## config.mk

```make
export PLATFORM = sky130hd
export DESIGN_NAME = alu_pipe
export DESIGN_NICKNAME = d
export VERILOG_FILES = /design/src/rtl/alu_pkg.sv /design/src/rtl/alu_mul_seq.sv /design/src/rtl/alu_pipe.sv
export SDC_FILE = /design/constraint.sdc
export NUM_CORES = 1
export LEC_CHECK = 0
export ABC_AREA = 1
export CAP_MARGIN = 15
export CORE_ASPECT_RATIO = 0.9
export CORE_MARGIN = 2
export CORE_UTILIZATION = 60
export CTS_BUF_LIST = sky130_fd_sc_hd__clkbuf_4 sky130_fd_sc_hd__clkbuf_8
export CTS_CLUSTER_DIAMETER = 200
export CTS_CLUSTER_SIZE = 16
export DETAILED_ROUTE_END_ITERATION = 10
export GPL_ROUTABILITY_DRIVEN = 1
export PLACE_DENSITY = 0.87
export SYNTH_ARGS = -nofsm -noshare
export SYNTH_HDL_FRONTEND = slang
export SYNTH_HIERARCHICAL = 1
export SYNTH_SLANG_ARGS = --single-unit
```

## constraint.sdc

```tcl
create_clock -name clk -period 1.7 [get_ports clk]
set_input_delay 0.425 -clock clk [delete_from_list [all_inputs] [get_ports clk]]
set_output_delay 0.425 -clock clk [all_outputs]
set_load 0.005 [all_outputs]
```

## src/rtl/alu_pkg.sv

```systemverilog
// Shared types for the handshaked execute-stage ALU: opcodes, flag set, FSM states.
package alu_pkg;

  typedef enum logic [3:0] {
    OP_ADD  = 4'd0,
    OP_SUB  = 4'd1,
    OP_AND  = 4'd2,
    OP_OR   = 4'd3,
    OP_XOR  = 4'd4,
    OP_NOT  = 4'd5,
    OP_SLT  = 4'd6,
    OP_SLTU = 4'd7,
    OP_SLL  = 4'd8,
    OP_SRL  = 4'd9,
    OP_SRA  = 4'd10,
    OP_MUL  = 4'd11
  } op_e;

  typedef struct packed {
    logic ovf;
    logic carry;
    logic neg;
    logic zero;
  } flags_t;

  typedef enum logic [1:0] {
    ST_IDLE = 2'd0,
    ST_MUL  = 2'd1,
    ST_HOLD = 2'd2
  } state_e;

  localparam flags_t FLAGS_RSVD = 4'b0001;

endpackage

```

## src/rtl/alu_mul_seq.sv

```systemverilog
// Iterative shift-add multiplier: one partial product per cycle, WIDTH cycles after start.
module alu_mul_seq #(
  parameter int unsigned WIDTH = 8
) (
  input  logic                 clk,
  input  logic                 rst_n,
  input  logic                 start,
  input  logic [WIDTH-1:0]     a,
  input  logic [WIDTH-1:0]     b,
  output logic                 done_c,
  output logic [2*WIDTH-1:0]   product_c
);

  localparam int unsigned CW = $clog2(WIDTH);

  logic [2*WIDTH-1:0] mcand;
  logic [2*WIDTH-1:0] acc;
  logic [2*WIDTH-1:0] acc_nxt;
  logic [WIDTH-1:0]   mplier;
  logic [CW-1:0]      cnt;
  logic               busy;

  // Product is taken from the adder output so the last step and the result capture share an edge.
  assign acc_nxt   = acc + (mplier[0] ? mcand : '0);
  assign done_c    = busy && (cnt == CW'(WIDTH - 1));
  assign product_c = acc_nxt;

  always_ff @(posedge clk or negedge rst_n) begin
    if (!rst_n) begin
      mcand  <= '0;
      acc    <= '0;
      mplier <= '0;
      cnt    <= '0;
      busy   <= 1'b0;
    end else if (start) begin
      mcand  <= (2*WIDTH)'(a);
      acc    <= '0;
      mplier <= b;
      cnt    <= '0;
      busy   <= 1'b1;
    end else if (busy) begin
      acc    <= acc_nxt;
      mcand  <= mcand << 1;
      mplier <= mplier >> 1;
      cnt    <= cnt + CW'(1);
      busy   <= !done_c;
    end
  end

endmodule

```

## src/rtl/alu_pipe.sv

```systemverilog
// Handshaked execute-stage ALU with registered result/flags.
// Define ALU_MUL_EN to enable the iterative multiply on opcode 11.
module alu_pipe
  import alu_pkg::*;
#(
  parameter int unsigned WIDTH = 8
) (
  input  logic             clk,
  input  logic             rst_n,
  input  logic             in_valid,
  output logic             in_ready,
  input  logic [WIDTH-1:0] a,
  input  logic [WIDTH-1:0] b,
  input  logic [3:0]       op,
  output logic             out_valid,
  input  logic             out_ready,
  output logic [WIDTH-1:0] result,
  output logic [3:0]       flags
);

  localparam int unsigned SHW = $clog2(WIDTH);
  localparam logic [1:0] IDLE = ST_IDLE;
  localparam logic [1:0] HOLD = ST_HOLD;
`ifdef ALU_MUL_EN
  localparam logic [1:0] MULS = ST_MUL;
`endif

  logic [1:0]       rst_q;
  logic             rst_sync_n;
  logic [1:0]       state;
  logic [1:0]       state_nxt;
  logic [WIDTH-1:0] res_nxt;
  flags_t           flags_q;
  flags_t           flg_nxt;
  logic             vld_nxt;
  logic             accept;

  logic [WIDTH:0]   sum;
  logic [WIDTH:0]   dif;
  logic [SHW-1:0]   sh;
  logic [WIDTH-1:0] alu_res;
  flags_t           alu_flg;
  logic             rsvd;

`ifdef ALU_MUL_EN
  logic               mul_start_c;
  logic               mul_done_c;
  logic [2*WIDTH-1:0] mul_prod_c;

  alu_mul_seq #(.WIDTH(WIDTH)) u_mul (
    .clk       (clk),
    .rst_n     (rst_sync_n),
    .start     (mul_start_c),
    .a         (a),
    .b         (b),
    .done_c    (mul_done_c),
    .product_c (mul_prod_c)
  );
`endif

  assign flags = flags_q;

  // Reset: asserts immediately, releases two edges after rst_n rises.
  always_ff @(posedge clk or negedge rst_n) begin
    if (!rst_n) rst_q <= 2'b00;
    else        rst_q <= {rst_q[0], 1'b1};
  end
  assign rst_sync_n = rst_q[1];

  // Single-cycle operations; opcode 11 and 12-15 fall through as reserved here.
  always_comb begin
    sum     = {1'b0, a} + {1'b0, b};
    dif     = {1'b0, a} - {1'b0, b};
    sh      = b[SHW-1:0];
    alu_res = '0;
    alu_flg = '0;
    rsvd    = 1'b0;
    case (op)
      OP_ADD: begin
        alu_res       = sum[WIDTH-1:0];
        alu_flg.carry = sum[WIDTH];
        alu_flg.ovf   = (a[WIDTH-1] == b[WIDTH-1]) && (sum[WIDTH-1] != a[WIDTH-1]);
      end
      OP_SUB: begin
        alu_res       = dif[WIDTH-1:0];
        alu_flg.carry = dif[WIDTH];
        alu_flg.ovf   = (a[WIDTH-1] != b[WIDTH-1]) && (dif[WIDTH-1] != a[WIDTH-1]);
      end
      OP_AND:  alu_res = a & b;
      OP_OR:   alu_res = a | b;
      OP_XOR:  alu_res = a ^ b;
      OP_NOT:  alu_res = ~a;
      OP_SLT:  alu_res = WIDTH'($signed(a) < $signed(b));
      OP_SLTU: alu_res = WIDTH'(a < b);
      OP_SLL:  alu_res = a << sh;
      OP_SRL:  alu_res = a >> sh;
      OP_SRA:  alu_res = $signed(a) >>> sh;
      default: rsvd = 1'b1;
    endcase
    alu_flg.neg  = alu_res[WIDTH-1];
    alu_flg.zero = (alu_res == '0);
    if (rsvd) alu_flg = FLAGS_RSVD;
  end

  // Next-state, handshake and result capture.
  always_comb begin
    state_nxt = state;
    res_nxt   = result;
    flg_nxt   = flags_q;
    vld_nxt   = out_valid;
`ifdef ALU_MUL_EN
    mul_start_c = 1'b0;
`endif
    case (state)
      IDLE:    in_ready = 1'b1;
      HOLD:    in_ready = out_ready;
      default: in_ready = 1'b0;
    endcase
    in_ready = in_ready & rst_sync_n;
    accept   = in_valid & in_ready;

    if (accept) begin
`ifdef ALU_MUL_EN
      if (op == OP_MUL) begin
        mul_start_c = 1'b1;
        vld_nxt     = 1'b0;
        state_nxt   = MULS;
      end else begin
`else
      begin
`endif
        res_nxt   = alu_res;
        flg_nxt   = alu_flg;
        vld_nxt   = 1'b1;
        state_nxt = HOLD;
      end
    end else if (state == HOLD) begin
      if (out_ready) begin
        vld_nxt   = 1'b0;
        state_nxt = IDLE;
      end
`ifdef ALU_MUL_EN
    end else if (state == MULS) begin
      if (mul_done_c) begin
        res_nxt       = mul_prod_c[WIDTH-1:0];
        flg_nxt.ovf   = 1'b0;
        flg_nxt.carry = |mul_prod_c[2*WIDTH-1:WIDTH];
        flg_nxt.neg   = mul_prod_c[WIDTH-1];
        flg_nxt.zero  = (mul_prod_c[WIDTH-1:0] == '0);
        vld_nxt       = 1'b1;
        state_nxt     = HOLD;
      end
`endif
    end else if (state != IDLE) begin
      vld_nxt   = 1'b0;
      state_nxt = IDLE;
    end
  end

  always_ff @(posedge clk or negedge rst_sync_n) begin
    if (!rst_sync_n) begin
      state     <= IDLE;
      result    <= '0;
      flags_q   <= '0;
      out_valid <= 1'b0;
    end else begin
      state     <= state_nxt;
      result    <= res_nxt;
      flags_q   <= flg_nxt;
      out_valid <= vld_nxt;
    end
  end

endmodule
```

==> run metrics, run 1 <==
# clock sinks 14; Error [ERROR GRT-0116] Global routing finished with congestion. Check the congestion regions in the DRC Viewer.; Synth Warn # 6; Synth area leaders nand2_1 (21%), nand3_1 (14%), dfrtp_1 (13%); Initial Utilization a little under two thirds; flops & latches, synth 14; gr ovfl total 52; Netlist Area Pre-Place roughly 2600 um^2; Distinct cells, synth 35; hold_buf cts 0; clock root buffer clkbuf_8; GP Congestion 1.02; Mean Syn Cell Area approximately 5.7 um^2; vias in the first global route approximately 4800; port bufs 37; GRT Overall Usage 71.6%; chip height between 60 and 70 um; cell count after synthesis approximately 460; CTS Buffer Depth 2; H-tree levels 1; io pins 38; number of buffers created by CTS 3; top-area cell type share of the netlist area between 20% and 30%; DPL Wire Length approximately 7.4 mm; row count 22; status stopped before the end; sequential-to-total area share from yosys stat between 10% and 20%; Yosys top cell by area nand2_1; Die X roughly 74 um; first-pass GRT wire length approximately 26 mm; Area after DPL around 3500 um^2; Syn Nets between 500 and 600; pin count of the biggest net entering global routing 23; Exit stage global routing
layer usage:
metal	overflow	global-route usage, %
met1	1	72.7
met2	28	91.7
met3	0	49.8
met4	23	72.7
met5	0	6.17
Yosys cell counts (all sizes together):
library cell  number
a21o               3
a21oi             14
a22oi              1
a31oi              1
and2               1
buf               10
clkbuf             4
conb               1
dfrtp             14
fa                 2
ha                25
inv               66
nand2            155
nand3             74
nand4              6
nor2              56
nor3               2
o211ai             1
o21a               2
o21ai             19
o221ai             1
o22ai              1
o31ai              1
or2                1
xor2               2
metrics by stage:
step	instances	setup WS [ns]	setup TNS, ns	hold WS [ns]
after global placement	596	-0.898	-8.76	0.179
after detailed placement	596	-1.03	-9.64	0.197
after floorplan	463	-0.240	-1.56	0.129
after CTS	617	-0.170	-0.311	0.199
logic make-up after synthesis:
logic type / count (synthesis) / synth area share [%]
and+or+nand+nor: 295 / 50.5
adders and majority gates: 27 / 13.4
AOI/OAI and AO/OA: 44 / 9.54
xor gates and xnor gates: 2 / 0.668
DFF: 14 / 13.4
buffers and inverters: 80 / 12.4
other: 1 / 0.143
timing repair:
item	CTS
pin swaps	71
buffers inserted	19
gates resized for setup	193
endpoints found under the setup margin	12
==> inputs of run 2 (changes only) <==
--- a/config.mk
+++ b/config.mk
@@ -7,15 +7,11 @@
 export LEC_CHECK = 0
 export ABC_AREA = 1
 export CAP_MARGIN = 15
-export CORE_ASPECT_RATIO = 0.9
 export CORE_MARGIN = 2
-export CORE_UTILIZATION = 60
-export CTS_BUF_LIST = sky130_fd_sc_hd__clkbuf_4 sky130_fd_sc_hd__clkbuf_8
-export CTS_CLUSTER_DIAMETER = 200
-export CTS_CLUSTER_SIZE = 16
+export CORE_UTILIZATION = 40
 export DETAILED_ROUTE_END_ITERATION = 10
 export GPL_ROUTABILITY_DRIVEN = 1
-export PLACE_DENSITY = 0.87
+export PLACE_DENSITY_LB_ADDON = 0.15
 export SYNTH_ARGS = -nofsm -noshare
 export SYNTH_HDL_FRONTEND = slang
 export SYNTH_HIERARCHICAL = 1
==> run metrics, run 2 <==
commonest cells in the netlist nand2_1 (145), nand3_1 (74), inv_1 (57), nor2_1 (46), ha_1 (25); drt pass-1 iters 5; GP Congestion 0.954; Crit. End Element flop; number of buffers created by CTS 3; CP required between 1.5 and 2 ns; failing checks negative setup slack; VDD IR-drop max between 0.0006 and 0.0007 V; max reg flops 8; period utilization 110%; CP max stage delay between 0.5 and 0.6 ns; cell count after synthesis 463; clock root buffer clkbuf_8; port bufs 37; CTS Buffer Depth 2; CTS tree built; final worst-path setup slack -0.178 ns; Die X ~85 um; number of synthesized flops with an enable pin 0; Initial Utilization roughly 41%; GRT Overall Usage a little over a quarter; Worst EP arrival roughly 2.1 ns; Pwr Total roughly 2 mW; largest register by flop count result; most frequent cells in the layout nand2_1 (127), buf_4 (103), nand3_1 (61); commonest non-fill, non-tap cell in the layout nand2_1; most frequent cell after synthesis nand2_1; Syn Nets ~510; slowest CP cell fa_2; Pins Over Slew Limit 0; Area after DPL ~3700 um^2; placed instance count 642; max-cap violation count 0; RSZ-0062 raised after global routing true; Setup crit start kind primary input; Post-route DRC 0; LEAKAGE ~2.3 nW; Crit Path Category in2reg; Final Non-Filler Cells just under 700; flops & latches, synth 14; hold_buf cts 0; Yosys top cell by area nand2_1; top-area cell type share of the netlist area approximately a fifth; DPL Wire Length about 7.2 mm; DR iter-0 viols between 150 and 200; Routed Antenna Nets 0; final setup vio count 9; vias in the first global route 3387; Nets between 600 and 700; gr ovfl total 0; fin crit period 1.88 ns; final hold viol count 0; Skew-Pair Late Insertion Delay around 0.25 ns; highest clock rate around 530 MHz; layout cells sized above 1 a little under half; initial antenna violation count 0; pin count of the biggest net entering global routing 23; Core Region 6350 um^2; row count 29; sequential-to-total area share from yosys stat 13.4%; n_diodes 0; fin area between 4000 and 5000 um^2; Mean Syn Cell Area around 5.7 um^2; post-detailed-routing wire length around 9.9 mm; Critical Path Most Common Cell nand2_1; status finished, violations left; ys async rst share 100%; area added between synthesis and finish 68.1%; via count about 3500; Synth area leaders nand2_1 (21%), nand3_1 (14%), dfrtp_1 (13%); Synth Warn # 6; Worst-path clk slew 0.06 ns; Setup Skew around 0.0011 ns; # clock sinks 14; Main synth FF type dfrtp_1; Via density between 5 and 6; chip height roughly 85 um; PD cells between 400 and 500 nW/um^2; first-pass GRT wire length about 16 mm; Die ar. 7220 um^2; io pins 38; WHS 0.190 ns; routed len/inst about 15 um; worst-path cell chain buf_8 -> inv_4 -> ha_4 -> fa_2 -> inv_2 -> nand2_2 -> o21ai_2 -> nor3_2 -> nand2_1 -> nor2_2 -> nand2_1 -> nor2_1 -> nand3_1 -> nand2_1; Netlist Area Pre-Place 2620 um^2; Crit Path Max Fanout 3; Distinct cells, synth 35; Post-Place Worst Slack -0.990 ns; H-tree levels 1; HP Class reg2async
-- run 2: routing by layer --
metal / part of all wire [%] / global-route usage (%)
met1: 40 / 34.2
met2: 50 / 48.1
met3: 5.7 / 2.04
met4: 3.9 / 10.7
met5: 0 / 0
-- run 2: path summary, 6_finish.rpt --
check	startpoint	end	slack, ns	depth (start not counted)
worst max-delay path	a[0]	flags[0]	-0.18	14
worst min-delay path	rst_q[1]	state[1]	0.19	1
worst max register to register	state[1]	flags[2]	0.32	8
worst min register to register	rst_q[1]	state[1]	0.19	1
max in group asynchronous	rst_n	rst_q[1]	1.24	1
min in group clk	rst_q[0]	rst_q[1]	0.37	0
-- run 2: through the flow --
step	utilization [%]	setup TNS, ns
2_1_floorplan	-	-1.56
3_3_place_gp	57.7	-9.00
3_5_place_dp	57.7	-9.46
4_1_cts	66.0	-0.248
5_1_grt	69.5	-1.83
6_report	69.5	-0.752
-- run 2: report_power, final --
group	internal [mW]	total, mW	switching, mW	leakage [nW]
sequential	0.378	0.403	0.0248	0.182
combinational	0.597	1.23	0.632	2.07
clock	0.206	0.329	0.124	0.0288
-- run 2: cell type report --
cell class | count | area, um^2
timing repair buffer | 149 | 1230
sequential | 14 | 350
multi-input combinational | 369 | 2400
clock buffer | 4 | 55.1
fill | 519 | 1940
inverter | 66 | 278
tap | 77 | 96.3
-- run 2: cells by family after synthesis --
logic type / synth area share, %
DFF: 13.4
xor gates and xnor gates: 0.668
buffers and inverters: 12.4
adders and majority gates: 13.4
other: 0.143
AOI/OAI and AO/OA: 9.54
and+or+nand+nor: 50.5
-- run 2: critical path, delay by kind of cell --
family | cells | cell delay, ns
buffers and inverters | 3 | 0.16
and+or+nand+nor | 8 | 0.70
adders and majority gates | 2 | 0.71
AOI/OAI and AO/OA | 1 | 0.05
-- run 2: what timing repair did --
item,CTS,global route
buffers inserted,27,9
pin swaps,53,44
setup endpoints to repair,12,12
gates resized for setup,170,55
Note: power is estimated with default switching activity, not from simulation.
